$ cat config.mk
export PLATFORM = sky130hd
export DESIGN_NAME = alu_shift_seq
export DESIGN_NICKNAME = d
export VERILOG_FILES = /design/src/rtl/alu_shift_seq.sv
export SDC_FILE = /design/constraint.sdc
export NUM_CORES = 1
export LEC_CHECK = 0
export ABC_AREA = 1
export BUFFER_PORTS_ARGS = -buffer_cell sky130_fd_sc_hd__buf_2
export CORE_MARGIN = 1.5
export CORE_UTILIZATION = 46
export CTS_CLUSTER_DIAMETER = 150
export DETAILED_ROUTE_END_ITERATION = 8
export PLACE_DENSITY_LB_ADDON = 0.12
export SKIP_LAST_GASP = 1
export SLEW_MARGIN = 20
export SYNTH_ARGS = -nofsm -noshare
export SYNTH_HDL_FRONTEND = slang
export SYNTH_SLANG_ARGS = --single-unit
$ cat constraint.sdc
create_clock -name clk -period 1.7 [get_ports clk]
set_clock_uncertainty 0.05 [all_clocks]
set_input_delay 0.085 -clock clk [delete_from_list [all_inputs] [get_ports clk]]
set_output_delay 0.085 -clock clk [all_outputs]
set_load 0.01 [all_outputs]
$ cat src/rtl/alu_shift_seq.sv
// Multi-cycle shift sequencer: drives an external single-bit-shift alu repeatedly,
// then makes one pass-through alu op to capture N/Z/P condition codes.
module alu_shift_seq #(
  parameter int         WIDTH   = 16,
  parameter logic [2:0] OP_ADD  = 3'd0,
  parameter logic [2:0] OP_LSHF = 3'd4,
  parameter logic [2:0] OP_RSHF = 3'd5
) (
  input  logic             clk,
  input  logic             rst,
  input  logic             start,
  input  logic [WIDTH-1:0] value,
  input  logic [3:0]       amount,
  input  logic             dir,
  output logic             busy,
  output logic             done,
  output logic [WIDTH-1:0] result,
  output logic [2:0]       nzp,
  output logic [WIDTH-1:0] alu_in1,
  output logic [WIDTH-1:0] alu_in2,
  output logic [2:0]       alu_op,
  input  logic [WIDTH-1:0] alu_out,
  input  logic             alu_zero,
  input  logic             alu_negative
);

  typedef enum logic [1:0] {
    IDLE  = 2'd0,
    SHIFT = 2'd1,
    FLAG  = 2'd2
  } state_t;

  state_t           state_r;
  logic [WIDTH-1:0] acc_r;
  logic [3:0]       cnt_r;
  logic             dir_r;

  function automatic logic [2:0] calc_nzp(input logic neg, input logic zero);
    return {neg, zero, ~neg & ~zero};
  endfunction

  assign busy = (state_r != IDLE);

  // Sequencer state, shift accumulator and registered result/flags/done.
  always_ff @(posedge clk) begin
    if (rst) begin
      state_r <= IDLE;
      acc_r   <= {WIDTH{1'b0}};
      cnt_r   <= 4'd0;
      dir_r   <= 1'b0;
      result  <= {WIDTH{1'b0}};
      nzp     <= 3'b000;
      done    <= 1'b0;
    end else begin
      done <= 1'b0;
      case (state_r)
        IDLE: begin
          if (start) begin
            acc_r   <= value;
            cnt_r   <= amount;
            dir_r   <= dir;
            // A zero shift skips straight to the flag pass.
            state_r <= (amount != 4'd0) ? SHIFT : FLAG;
          end else begin
            state_r <= IDLE;
          end
        end
        SHIFT: begin
          acc_r   <= alu_out;
          cnt_r   <= cnt_r - 4'd1;
          state_r <= (cnt_r == 4'd1) ? FLAG : SHIFT;
        end
        FLAG: begin
          result  <= alu_out;
          nzp     <= calc_nzp(alu_negative, alu_zero);
          done    <= 1'b1;
          state_r <= IDLE;
        end
        default: begin
          state_r <= IDLE;
        end
      endcase
    end
  end

  // alu operand/op selection follows the current state.
  always_comb begin
    alu_in1 = {WIDTH{1'b0}};
    alu_in2 = {WIDTH{1'b0}};
    alu_op  = OP_ADD;
    case (state_r)
      IDLE: begin
        alu_in1 = {WIDTH{1'b0}};
        alu_op  = OP_ADD;
      end
      SHIFT: begin
        alu_in1 = acc_r;
        alu_op  = dir_r ? OP_RSHF : OP_LSHF;
      end
      FLAG: begin
        alu_in1 = acc_r;
        alu_op  = OP_ADD;
      end
      default: begin
        alu_in1 = {WIDTH{1'b0}};
        alu_op  = OP_ADD;
      end
    endcase
  end

endmodule
# ---- Word-level counts from Yosys, hierarchy flattened
# Cells that the tools add are included.
dict set report classes {
  add_sub_neg 1
  n_reduce_logical 7
  muxes 12
  eq_ne 4
  bitwise 3
}
# operator n
set ops {}
lappend ops {{$mux 16} 2}
lappend ops {{$pmux 16 s2} 1}
lappend ops {{$pmux 4 s2} 1}
lappend ops {{$mux 2} 3}
lappend ops {{$eq 4x1->1 const B} 1}
lappend ops {{$mux 4} 1}
lappend ops {{$pmux 2 s2} 1}
lappend ops {{$reduce_and 2->1} 2}
lappend ops {{$reduce_bool 2->1} 2}
lappend ops {{$reduce_bool 4->1} 1}
lappend ops {{$sub 4x1->4 const B} 1}
lappend ops {{$mux 3} 1}
lappend ops {{$eq 2x1->1 const B} 1}
lappend ops {{$eq 2x2->1 const B} 1}
lappend ops {{$logic_not 2->1} 1}
lappend ops {{$mux 1} 2}
lappend ops {{$ne 2x2->1 const B} 1}
lappend ops {{$not 1->1} 2}
lappend ops {{$reduce_or 2->1} 1}
lappend ops {{$and 1x1->1} 1}
dict set report word_totals {
  reg_bits 43
  inputBits 42
  elab_cells 34
  out_inout_bits 56
}

# ---- Depth between registers and ports, before layout
dict set report logic_depth {
  word_depth 4
  depth_mapped 9
  depth_no_buf 9
}

# ---- Worst setup path after synthesis
# Ideal clock, no wire load.
dict set report synth_timing {
  kind {register to register}
  startpoint {register state_r[1]}
  endpoint {register acc_r[14]}
  required_time_ns 1.525
  period_less_slack_ns 1.358
  path_stages_with_launch 9
  setup_time_ns 0.125
  n_path_buf 2
  t_arrival_ns 1.183
  slack_ns 0.342
  cell_sequence {dfxtp_1 -> inv_1 -> ha_1 -> buf_4 -> nand2_2 -> nand2_4 -> buf_6 -> o21bai_1 -> a31oi_1}
}
dict set report synth_between {
  elab_chain_cells 3
  elab_cells_between_ends 6
  classes_between {2 x eq/ne; 1 x mux; 3 x reduce/logical}
}
# item line_no
set synth_lines {}
lappend synth_lines {{from (decl)} 33} ;# state_t state_r;
lappend synth_lines {{from (signal assigned)} 63} ;# state_r <= (amount != 4'd0) ? SHIFT : FLAG;
lappend synth_lines {{from (signal assigned)} 71} ;# state_r <= (cnt_r == 4'd1) ? FLAG : SHIFT;
lappend synth_lines {{$eq 2x1->1 or $logic_not 2->1 (tied branches)} 56} ;# case (state_r)
lappend synth_lines {{$reduce_bool 2->1 (no source line) or $ne 2x2->1 (tied branches)} --}
lappend synth_lines {{$reduce_and 2->1 (no source line)} --}
lappend synth_lines {{to (signal assigned)} 48} ;# acc_r <= {WIDTH{1'b0}};
lappend synth_lines {{to (signal assigned)} 59} ;# acc_r <= value;
lappend synth_lines {{to (signal assigned)} 69} ;# acc_r <= alu_out;
lappend synth_lines {{to (decl)} 34} ;# logic [WIDTH-1:0] acc_r;
# Parallel ways exist; a longest one is shown, timed or not.
# A chain may end at the register's enable or synchronous reset.

# ---- Worst setup path in the final report
dict set report layout_timing {
  startpoint {register state_r[1]}
  endpoint {output port alu_op[0]}
}
dict set report layout_between {
  elab_chain_cells 2
}
# item line_no
set layout_lines {}
lappend layout_lines {{$eq 2x1->1} 91} ;# case (state_r)
lappend layout_lines {{$mux 3} 91}
lappend layout_lines {{to (decl)} 21} ;# output logic [2:0] alu_op,
# No other way between the ends.

==> impl_metrics.tcl <==
set metrics [dict create \
    seqCellArea_sq_um 861 \
    relSlewSlack_pct 67.0 \
    final_area_sq_um 2650 \
    switchingPower_uw 672 \
    yosysTopAreaCellShare_pct 40.7 \
    hold_violations 0 \
    fillers 443 \
    path_delay_family "buffers and inverters" \
    core_area_sq_um 4380 \
    first_pass_iters 4 \
    setup_viol 0 \
    clkPwrFrac_pct 33.2 \
    initial_core_util_pct 48.2 \
    path_common_cell "inv_1" \
    gp_congestion 0.815 \
    drive_gt1_share_pct 26.7 \
    num_vias 2005 \
    worstRegToRegCells 7 \
    power_frac_seq_pct 46.9 \
    end_kind "output pin" \
    fp.dieH_um 70.8 \
    critPathMaxStageDelay_ns 0.32 \
    syn_area_per_cell_sq_um 7.24 \
    startpoint "state_r[1]$_SDFF_PP0_" \
    dieArea_sq_um 5010 \
    rsz0062_at_grt "yes" \
    grt_usage_pct 20.6 \
    cap_violations 0 \
    fin_crit_sh_pct 93.3 \
    combPwrFrac_pct 19.9 \
    dpl.hpwl_um 3590 \
    multi_input_area_sq_um 973 \
    path_class "reg -> out" \
    ys_seq_elements 43 \
    yosysWarnings 0 \
    fmaxAchievable_mhz 631 \
    drt-initial-drc-count 115 \
    required_ns 1.56 \
    path_clk_slew_ns 0.08 \
    synth.cell_area_sq_um 2110 \
    rrSetupSlack_ns 0.22 \
    place.port_buffers 80 \
    grt_first_pass_wirelength_um 8270 \
    mostFrequentLayoutCells "nand2_1, buf_2, dfxtp_1, inv_1, a21oi_1" \
    numCtsBuffers 5 \
    cp_data_arrival_time_ns 1.45 \
    cp_num_cells 6 \
    powerDensity_nw_per_um2 896 \
    path_max_fanout 22 \
    viasPerCell 4.71 \
    ant_nets 0 \
    antenna_cells 0 \
    grt.overflow.total 0 \
    wirelength_um 4970 \
    r2r-end "cnt_r[0]$_SDFFE_PP0P_" \
    cts_buffer_depth 2 \
    grt_max_degree 37 \
    die_width_um 70.8 \
    cts_tree "built" \
    synthTopCellsByArea "dfxtp_1, nand2_1, buf_4, o21bai_1, a21oi_1" \
    final_common_cell "nand2_1" \
    clk_latency_ns 0.29 \
    drv_slew 0 \
    status "finished, final reports clean" \
    crit_chain "inv_1 -> ha_1 -> buf_6 -> nand2_1 -> inv_1 -> buf_2" \
    swShare_pct 28.3 \
    syn_inst 292 \
    p_int_uw 1700 \
    worstHoldPathType "in -> reg" \
    antenna_found_initial 0 \
    cts.sink_count 43 \
    nets 420 \
    wl_per_cell_um 11.7 \
    slowest_stage "dfxtp_1" \
    rows 24 \
    drc_errors 0 \
    critPathBufInv 4 \
    cp-endpoint "alu_op[0]" \
    area_delta_synth_final_pct 25.4 \
    p_leak_uw 0.00143 \
    max-vdd-ir-drop_v 0.000595 \
    holdWs_ns 0.00159 \
    ios 98 \
    fin_crit_ns 1.59 \
    htreeDepth 2 \
    dpl-instance-area_sq_um 2450 \
    yosysTopAreaCell "dfxtp_1" \
    worst_slew_pin_slew_ns 0.492 \
    synth_cell_types 23 \
    first_global_vias 1788 \
    clockRootBuffer "clkbuf_8" \
    r2r_start "state_r[0]$_SDFF_PP0_" \
    start_kind "register" \
    yosysSeqAreaShare_pct 40.7 \
]
kinds of logic after synthesis:
group                    synth area share, %
AND/OR/NAND/NOR                         21.4
other                                  0.177
AO/OA/AOI/OAI                           18.3
flip-flops                              40.7
buffers and inverters                   16.5
adder cells (fa/ha/maj)                 2.96
stage by stage:
step | worst slack [ns] | power (uW) | std cells | setup TNS, ns | utilization, %
global route | -0.00748 | 2520 | 426 | -0.00748 | 60.5
global placement | 0.231 | 1580 | 411 | 0 | 55.9
floorplan | 0.342 | 1480 | 308 | 0 | -
CTS | 0.0521 | 2380 | 424 | 0 | 59.6
detailed placement | 0.176 | 1590 | 411 | 0 | 55.9
finish | 0.114 | 2370 | 426 | 0 | 60.5
worst min-delay path, stage by stage:
cell and delay (ns):
buf_2 0.09, inv_1 0.06, a211oi_1 0.06
layer usage:
| layer | global-route usage [%] | part of all wire, % |
|---|---|---|
| met1 | 28.0 | 46 |
| met2 | 33.0 | 47 |
| met3 | 5.27 | 5.7 |
| met4 | 4.61 | 0.91 |
| met5 | 0 | 0 |
how the worst min path moves through the flow:
| stage | depth (start not counted) | slack, ns | start | endpoint |
|---|---|---|---|---|
| after floorplan | 2 | 0.18 | dir | dir_r$_SDFFE_PP0P_ |
| after global routing | 3 | 0.004 | value[6] | acc_r[6]$_SDFFE_PP0P_ |
| after detailed placement | 3 | 0.30 | dir | dir_r$_SDFFE_PP0P_ |
| final | 3 | 0.002 | alu_zero | nzp[1]$_SDFFE_PP0P_ |
| after global placement | 3 | 0.29 | dir | dir_r$_SDFFE_PP0P_ |
| after CTS | 3 | 0.00005 | alu_out[10] | result[10]$_SDFFE_PP0P_ |
power groups by stage:
stage	sequential, uW	combinational (uW)	clock, uW
4_1_cts	1110	460	805
3_3_place_gp	1140	444	0
5_1_grt	1120	539	857
3_5_place_dp	1140	449	0
6_report	1110	472	789
2_1_floorplan	1130	349	0
timing repair:
item                                    4_1_cts  5_1_grt
resized for setup                             0        3
endpoints found under the hold margin         5        2
endpoints found under the setup margin        0        3
hold buffers                                  5        2
setup buffers                                 0        0
Yosys cell counts, drive strengths merged:
cell      n
ha        5
nand2   101
conb      1
a21oi    22
o211ai    1
o21ai     2
o21bai   16
inv      30
nor2     10
buf      30
nand3     5
clkbuf    5
dfxtp    43
o22ai     1
a211oi    3
a31oi    16
clkinv    1
area by class of cell:
class | count | share of cell area [%]
Clock buffer | 5 | 2.60
Sequential cell | 43 | 32.5
Timing Repair Buffer | 93 | 19.7
Inverter | 31 | 4.39
Clock inverter | 3 | 1.65
Multi-Input combinational cell | 199 | 36.7
Tap cell | 52 | 2.45
registers in the layout, indices dropped and copies added, names as in the netlist:
| name | flops |
|---|---|
| nzp | 3 |
| result | 16 |
| state_r | 2 |
| done | 1 |
| cnt_r | 4 |
| dir_r | 1 |
| acc_r | 16 |
Note: power is estimated with default switching activity, not from simulation.
